[src/rtl/snes_pkg.sv]
// ---------------------------------------------------------------------------
// snes_pkg : shared states, 25 MHz timing defaults, SNES button bit indices
// Rev 1.0
// ---------------------------------------------------------------------------
`default_nettype none

package snes_pkg;

    typedef enum logic [2:0] {
        ST_IDLE  = 3'd0,
        ST_LATCH = 3'd1,
        ST_LOW   = 3'd2,
        ST_HIGH  = 3'd3,
        ST_GAP   = 3'd4
    } state_t;

    // 6 us pad half period and idle gap at 25 MHz
    localparam int c_half_cyc_25m = 150;
    localparam int c_gap_cyc_25m  = 2000;

    localparam int c_btn_b      = 0;
    localparam int c_btn_y      = 1;
    localparam int c_btn_select = 2;
    localparam int c_btn_start  = 3;
    localparam int c_btn_up     = 4;
    localparam int c_btn_down   = 5;
    localparam int c_btn_left   = 6;
    localparam int c_btn_right  = 7;
    localparam int c_btn_a      = 8;
    localparam int c_btn_x      = 9;
    localparam int c_btn_l      = 10;
    localparam int c_btn_r      = 11;

    function automatic int max_int(input int a, input int b);
        return (a > b) ? a : b;
    endfunction

endpackage

`default_nettype wire

[src/rtl/snes_pad_sync.sv]
// ---------------------------------------------------------------------------
// snes_pad_sync : WIDTH-wide two-flop synchroniser, resets to 1 (released)
// Rev 1.0
// ---------------------------------------------------------------------------
`default_nettype none

module snes_pad_sync
    import snes_pkg::*;
#(
    parameter int WIDTH = 2
) (
    input  logic             clk,
    input  logic             rst,
    input  logic [WIDTH-1:0] din,
    output logic [WIDTH-1:0] dout
);

    logic [WIDTH-1:0] r_meta;
    logic [WIDTH-1:0] r_sync;

    always_ff @(posedge clk or posedge rst) begin
        if (rst) begin
            r_meta <= '1;
            r_sync <= '1;
        end else begin
            r_meta <= din;
            r_sync <= r_meta;
        end
    end

    assign dout = r_sync;

endmodule

`default_nettype wire

[src/rtl/snes_pad_scanner.sv]
// ---------------------------------------------------------------------------
// snes_pad_scanner : multi-pad SNES/NES serial scanner, latch/clock generator
// Rev 1.0
// ---------------------------------------------------------------------------
`default_nettype none

module snes_pad_scanner
    import snes_pkg::*;
#(
    parameter int NUM_PADS  = 2,
    parameter int NUM_BITS  = 16,
    parameter int HALF_CYC  = c_half_cyc_25m,
    parameter int GAP_CYC   = c_gap_cyc_25m,
    parameter bit AUTO_POLL = 1'b1
) (
    input  logic                         clk_25M,
    input  logic                         rst,
    input  logic                         enable,
    input  logic                         start,
    input  logic [NUM_PADS-1:0]          pad_data,
    output logic                         pad_latch,
    output logic                         pad_clk,
    output logic [NUM_PADS*NUM_BITS-1:0] buttons,
    output logic                         frame_valid,
    output logic                         frame_changed,
    output logic                         busy
);

    localparam int TMR_W = $clog2(max_int(2 * HALF_CYC, GAP_CYC) + 1);
    localparam int IDX_W = (NUM_BITS > 1) ? $clog2(NUM_BITS) : 1;

    localparam logic [TMR_W-1:0] c_tmr_latch = TMR_W'(2 * HALF_CYC - 1);
    localparam logic [TMR_W-1:0] c_tmr_half  = TMR_W'(HALF_CYC - 1);
    localparam logic [TMR_W-1:0] c_tmr_gap   = TMR_W'(GAP_CYC - 1);
    localparam logic [IDX_W-1:0] c_idx_last  = IDX_W'(NUM_BITS - 1);

    state_t                              r_state;
    state_t                              w_next;
    logic   [TMR_W-1:0]                  r_tmr;
    logic   [TMR_W-1:0]                  w_load_val;
    logic                                w_load;
    logic                                w_commit;
    logic                                w_tmr_done;
    logic   [IDX_W-1:0]                  r_idx;
    logic   [NUM_PADS-1:0]               w_sync;
    logic   [NUM_PADS-1:0][NUM_BITS-1:0] r_shadow;
    logic   [NUM_PADS*NUM_BITS-1:0]      w_new;
    logic   [NUM_PADS*NUM_BITS-1:0]      r_buttons;
    logic                                r_latch;
    logic                                r_clk;
    logic                                r_busy;
    logic                                r_valid;
    logic                                r_changed;

    snes_pad_sync #(
        .WIDTH (NUM_PADS)
    ) u_sync (
        .clk  (clk_25M),
        .rst  (rst),
        .din  (pad_data),
        .dout (w_sync)
    );

    assign w_tmr_done = (r_tmr == '0);
    assign w_new      = ~r_shadow;

    always_ff @(posedge clk_25M or posedge rst) begin
        if (rst) begin
            r_state <= ST_IDLE;
        end else begin
            r_state <= w_next;
        end
    end

    always_comb begin
        w_next     = r_state;
        w_load     = 1'b0;
        w_load_val = '0;
        w_commit   = 1'b0;
        case (r_state)
            ST_IDLE: begin
                if ((AUTO_POLL && enable) || (!AUTO_POLL && start)) begin
                    w_next     = ST_LATCH;
                    w_load     = 1'b1;
                    w_load_val = c_tmr_latch;
                end
            end
            ST_LATCH, ST_LOW: begin
                if (w_tmr_done) begin
                    w_next     = (r_state == ST_LATCH) ? ST_LOW : ST_HIGH;
                    w_load     = 1'b1;
                    w_load_val = c_tmr_half;
                end
            end
            ST_HIGH: begin
                if (w_tmr_done) begin
                    if (r_idx == c_idx_last) begin
                        w_commit = 1'b1;
                        if (AUTO_POLL) begin
                            w_next     = ST_GAP;
                            w_load     = 1'b1;
                            w_load_val = c_tmr_gap;
                        end else begin
                            w_next = ST_IDLE;
                        end
                    end else begin
                        w_next     = ST_LOW;
                        w_load     = 1'b1;
                        w_load_val = c_tmr_half;
                    end
                end
            end
            ST_GAP: begin
                if (w_tmr_done) begin
                    if (enable) begin
                        w_next     = ST_LATCH;
                        w_load     = 1'b1;
                        w_load_val = c_tmr_latch;
                    end else begin
                        w_next = ST_IDLE;
                    end
                end
            end
            default: w_next = ST_IDLE;
        endcase
    end

    // Timer, bit index and per-pad shadow capture
    always_ff @(posedge clk_25M or posedge rst) begin
        if (rst) begin
            r_tmr    <= '0;
            r_idx    <= '0;
            r_shadow <= '1;
        end else begin
            if (w_load) begin
                r_tmr <= w_load_val;
            end else if (!w_tmr_done) begin
                r_tmr <= r_tmr - 1'b1;
            end
            if (r_state == ST_LATCH) begin
                r_idx <= '0;
            end else if (r_state == ST_HIGH && w_tmr_done && !w_commit) begin
                r_idx <= r_idx + 1'b1;
            end
            if (r_state == ST_LOW && w_tmr_done) begin
                for (int p = 0; p < NUM_PADS; p++) begin
                    r_shadow[p][r_idx] <= w_sync[p];
                end
            end
        end
    end

    // Pin levels follow the next state so they change on the entering edge
    always_ff @(posedge clk_25M or posedge rst) begin
        if (rst) begin
            r_latch   <= 1'b0;
            r_clk     <= 1'b1;
            r_busy    <= 1'b0;
            r_valid   <= 1'b0;
            r_changed <= 1'b0;
            r_buttons <= '0;
        end else begin
            r_latch   <= (w_next == ST_LATCH);
            r_clk     <= (w_next != ST_LOW);
            r_busy    <= (w_next == ST_LATCH) || (w_next == ST_LOW) || (w_next == ST_HIGH);
            r_valid   <= w_commit;
            r_changed <= w_commit && (w_new != r_buttons);
            if (w_commit) begin
                r_buttons <= w_new;
            end
        end
    end

    assign pad_latch     = r_latch;
    assign pad_clk       = r_clk;
    assign busy          = r_busy;
    assign frame_valid   = r_valid;
    assign frame_changed = r_changed;
    assign buttons       = r_buttons;

endmodule

`default_nettype wire
[config.mk]
export PLATFORM = sky130hd
export DESIGN_NAME = snes_pad_scanner
export DESIGN_NICKNAME = d
export VERILOG_FILES = /design/src/rtl/snes_pkg.sv /design/src/rtl/snes_pad_sync.sv /design/src/rtl/snes_pad_scanner.sv
export SDC_FILE = /design/constraint.sdc
export NUM_CORES = 1
export LEC_CHECK = 0
export CAP_MARGIN = 25
export CORE_UTILIZATION = 57
export DETAILED_ROUTE_END_ITERATION = 16
export GPL_ROUTABILITY_DRIVEN = 0
export PLACE_DENSITY = 0.82
export SYNTH_ARGS = -nofsm -noshare
export SYNTH_HDL_FRONTEND = slang
export SYNTH_SLANG_ARGS = --single-unit
[constraint.sdc]
create_clock -name clk_25M -period 3.3 [get_ports clk_25M]
set_clock_uncertainty 0.1 [all_clocks]
set_input_delay 0.66 -clock clk_25M [delete_from_list [all_inputs] [get_ports clk_25M]]
set_output_delay 0.66 -clock clk_25M [all_outputs]
set_load 0.01 [all_outputs]
==> run_results.csv <==
group,metric,value,unit
clock_tree,cts.sinks,91,
power_and_ir_drop,p_seq_share,60.5,%
power_and_ir_drop,p_sw,0.0004175,W
logic_synthesis,syn_area,4337,sq um
logic_synthesis,yosys_most_used_dff,"dfrtp_1",
setup_path,timing.critical_path.from,"r_state[0]",
grt,antenna_found_initial,0,
sta,fmax,361.8,MHz
logic_synthesis,ys_ff_latch,91,
route,wl,9131,microns
power_and_ir_drop,power.density,374.4,nW/um^2
power_and_ir_drop,vdd_drop_max,217.7,uV
power_and_ir_drop,p_total,0.001863,W
route,ant_nets,0,
finish,drive_gt1_share,23.35,%
grt,grt_pass1_vias,3135,
sta,hold_viol,0,
finish,diodes,0,
placement,dp_hpwl,6262,microns
setup_path,r2r_end,"frame_changed",
sta,report.final.slew_viol_count,0,
floorplanning,die-area,7961,sq um
placement,io_buffer_count,41,
setup_path,reg2reg_from,"r_state[0]",
finish,layout.nets,430,
route,post-route-drc-count,0,
finish,fillers,568,
floorplanning,die_x,89.23,microns
worst_hold_path,hold_end,"u_sync.dout[1]",
clock_tree,postCtsHoldBufs,0,
clock_tree,root_buffer,"clkbuf_8",
worst_hold_path,hold_path_depth,0,
status,status,"finished, final reports clean",
setup_path,worstSetupStartpointType,"flop",
route,vias,3165,
grt,met1_usage,33.46,%
grt,use_met3,6.371,%
worst_hold_path,hp-class,"reg -> reg",
sta,fin_tns_setup,0,ns
floorplanning,initial_core_util,59.47,%
setup_path,r2r_slack,0.54,ns
clock_tree,cts_tree,"yes",
sta,post-route-period-util,83.77,%
floorplanning,ios,43,
floorplanning,fp-row-count,31,
clock_tree,clock_latency,0.36,ns
setup_path,r2r_cells,4,
floorplanning,die_h,89.23,microns
finish,multi_input_comb_area,1862,sq um
setup_path,path_max_fanout,15,
power_and_ir_drop,swShare,22.41,%
setup_path,crit_path_end_kind,"flop",
clock_tree,post_cts_resized,0,
logic_synthesis,yosysUniqueCellTypes,45,
sta,worst_slew_margin_rel,42.57,%
finish,seqCellArea,2323,sq um
setup_path,cp.arrival,2.92,ns
sta,rsz0062_at_grt,"no",
clock_tree,cts.path.max_buffers,2,
logic_synthesis,synth_edf_count,0,
route,first_iter_violations,217,
clock_tree,htree_levels,3,
grt,globalRouteOverflowTotal,0,
logic_synthesis,async_flop_share,100.0,%
floorplanning,core-area,7292,sq um
power_and_ir_drop,power.internal,0.001445,W
finish,utilization,68.24,%
grt,grt-busiest-layer,"met2",
route,first_pass_iters,4,
finish,syn_to_final_growth,14.74,%
clock_tree,cts_buffers,9,
route,avgRoutedWirePerCell,17.46,microns
logic_synthesis,ys_seq_area_share,53.58,%
clock_tree,clkSlewWorstSetupHoldPaths,0.09,ns
power_and_ir_drop,p_leak,2.244,nW
clock_tree,post_cts_buffers,0,
logic_synthesis,syn-mean-instance-area,11.23,sq um
sta,setup_viol_count_final,0,
setup_path,critPathKind,"reg -> reg",
sta,min_period,2.764,ns
power_and_ir_drop,p_comb_share,1.6,%
grt,met2_usage,41.85,%
logic_synthesis,synth_nets,397,
route,vias_per_cell,6.052,
power_and_ir_drop,p_clk_share,37.9,%
worst_hold_path,min_from,"u_sync.r_meta[1]",
sta,worstMarginPinSlew,0.8583,ns
logic_synthesis,synth_warnings,0,
grt,track_usage,25.74,%
flow_run,max-cap-violations,0,
setup_path,required,3.45,ns
grt,grt_max_degree,49,
grt,grt_pass1_wl,15280,microns
logic_synthesis,postSynthCellCount,386,
layer usage:
| metal | share of wire (%) | vias up |
|---|---|---|
| met4 | 2.2 | 0 |
| met3 | 5.5 | 21 |
| met1 | 43 | 1592 |
| met2 | 49 | 87 |
| li1 | - | 1465 |
| met5 | 0 | - |
power groups by stage:
stage	clock, W	combinational [W]	sequential (W)
4_1_cts	0.000716	0.0000320	0.00113
3_5_place_dp	0	0.0000320	0.00115
6_report	0.000705	0.0000300	0.00113
3_3_place_gp	0	0.0000315	0.00115
5_1_grt	0.000757	0.0000354	0.00113
2_1_floorplan	0	0.0000192	0.00114
kinds of logic after synthesis:
| group | count (synthesis) | share of synthesized area, % |
|---|---|---|
| XOR/XNOR | 37 | 7.473 |
| buffers and inverters | 30 | 3.491 |
| AO/OA/AOI/OAI | 102 | 13.04 |
| AND/OR/NAND/NOR | 89 | 12.67 |
| flip-flops | 91 | 53.58 |
| multiplexers | 32 | 8.309 |
| adder cells (fa/ha/maj) | 5 | 1.443 |
synth_stat cells, types with 2 or more instances:
library cell	n	area, sq um
a31o_2	2	17.52
nand3b_1	2	15.01
or2_2	2	12.51
a21o_1	2	15.01
or4_4	2	22.52
dfrtp_1	54	1351
nor4_1	5	31.28
xor2_1	33	289.0
nand2_1	10	37.54
nand4_1	24	150.1
nor2_1	8	30.03
nor2b_1	3	18.77
o21bai_1	3	22.52
o21ai_1	31	155.2
nand3_1	8	40.04
a21oi_1	8	40.04
nor3_1	7	35.03
o21a_1	2	15.01
nor4_4	2	42.54
or3_1	3	18.77
and2_1	2	12.51
dfstp_2	37	972.2
ha_1	5	62.56
nand2b_1	3	18.77
o21ai_0	42	210.2
xnor2_1	4	35.03
a31oi_1	6	37.54
buf_6	5	56.30
mux2_2	31	349.1
inv_1	7	26.28
and3_1	3	18.77
clkbuf_1	17	63.81
registers in the layout, indices dropped and copies added (netlist names), 2 cells and up:
| name | flops |
|---|---|
| r_idx | 4 |
| r_tmr | 11 |
| u_sync.dout | 2 |
| buttons | 32 |
| u_sync.r_meta | 2 |
| r_state | 3 |
| r_shadow | 32 |
cell usage in the layout, fill, tap and decap left out, types with 3 or more instances in the layout:
master           count
ha_1                 5
nor3_1               7
clkinv_2             3
nand2_1             10
clkdlybuf4s50_1     41
nor2_1               8
dfstp_2             37
and3_1               3
mux2_2              31
nand2b_1             3
clkbuf_8            11
nand4_1             24
dfrtp_1             54
a21oi_1              8
o21ai_1             31
or3_1                3
a31oi_1              6
inv_1                6
nand3_1              8
o21bai_1             3
nor4_1               5
o21ai_0             42
buf_4                3
nor2b_1              3
xnor2_1              4
xor2_1              33
per-stage QoR:
step / area [sq um] / hold slack (ns) / cells / setup WS (ns)
2_1_floorplan: 4337 / 0.2452 / 386 / 0.2376
3_3_place_gp: 4790 / 0.2466 / 507 / 0.6604
3_5_place_dp: 4790 / 0.2473 / 507 / 0.6034
4_1_cts: 4976 / 0.2601 / 523 / 0.5686
5_1_grt: 4976 / 0.2631 / 523 / 0.3350
6_report: 4976 / 0.2587 / 523 / 0.5357
worst max-delay path, cell delays in order, from the launching register on:
cell and delay [ns]:
dfrtp_1 0.64, nor2b_1 0.55, nand3_1 0.52, nor3_1 0.51, a21boi_0 0.32
final cells by class:
cell class	instances	area share, %
multi-input cells	265	37.42
repair buffers	45	9.102
clock buffers	11	3.042
well taps	99	2.489
clock inverters	5	0.7040
flip-flops and latches	91	46.69
inverters	7	0.5532
worst max-delay path by stage:
stage                     slack, ns            end
after floorplan                0.24           busy
after global placement         0.66    buttons[31]
after detailed placement       0.60  frame_changed
after CTS                      0.57  frame_changed
after global routing           0.34  frame_changed
final                          0.54  frame_changed
(Power assumes the default switching activity.)
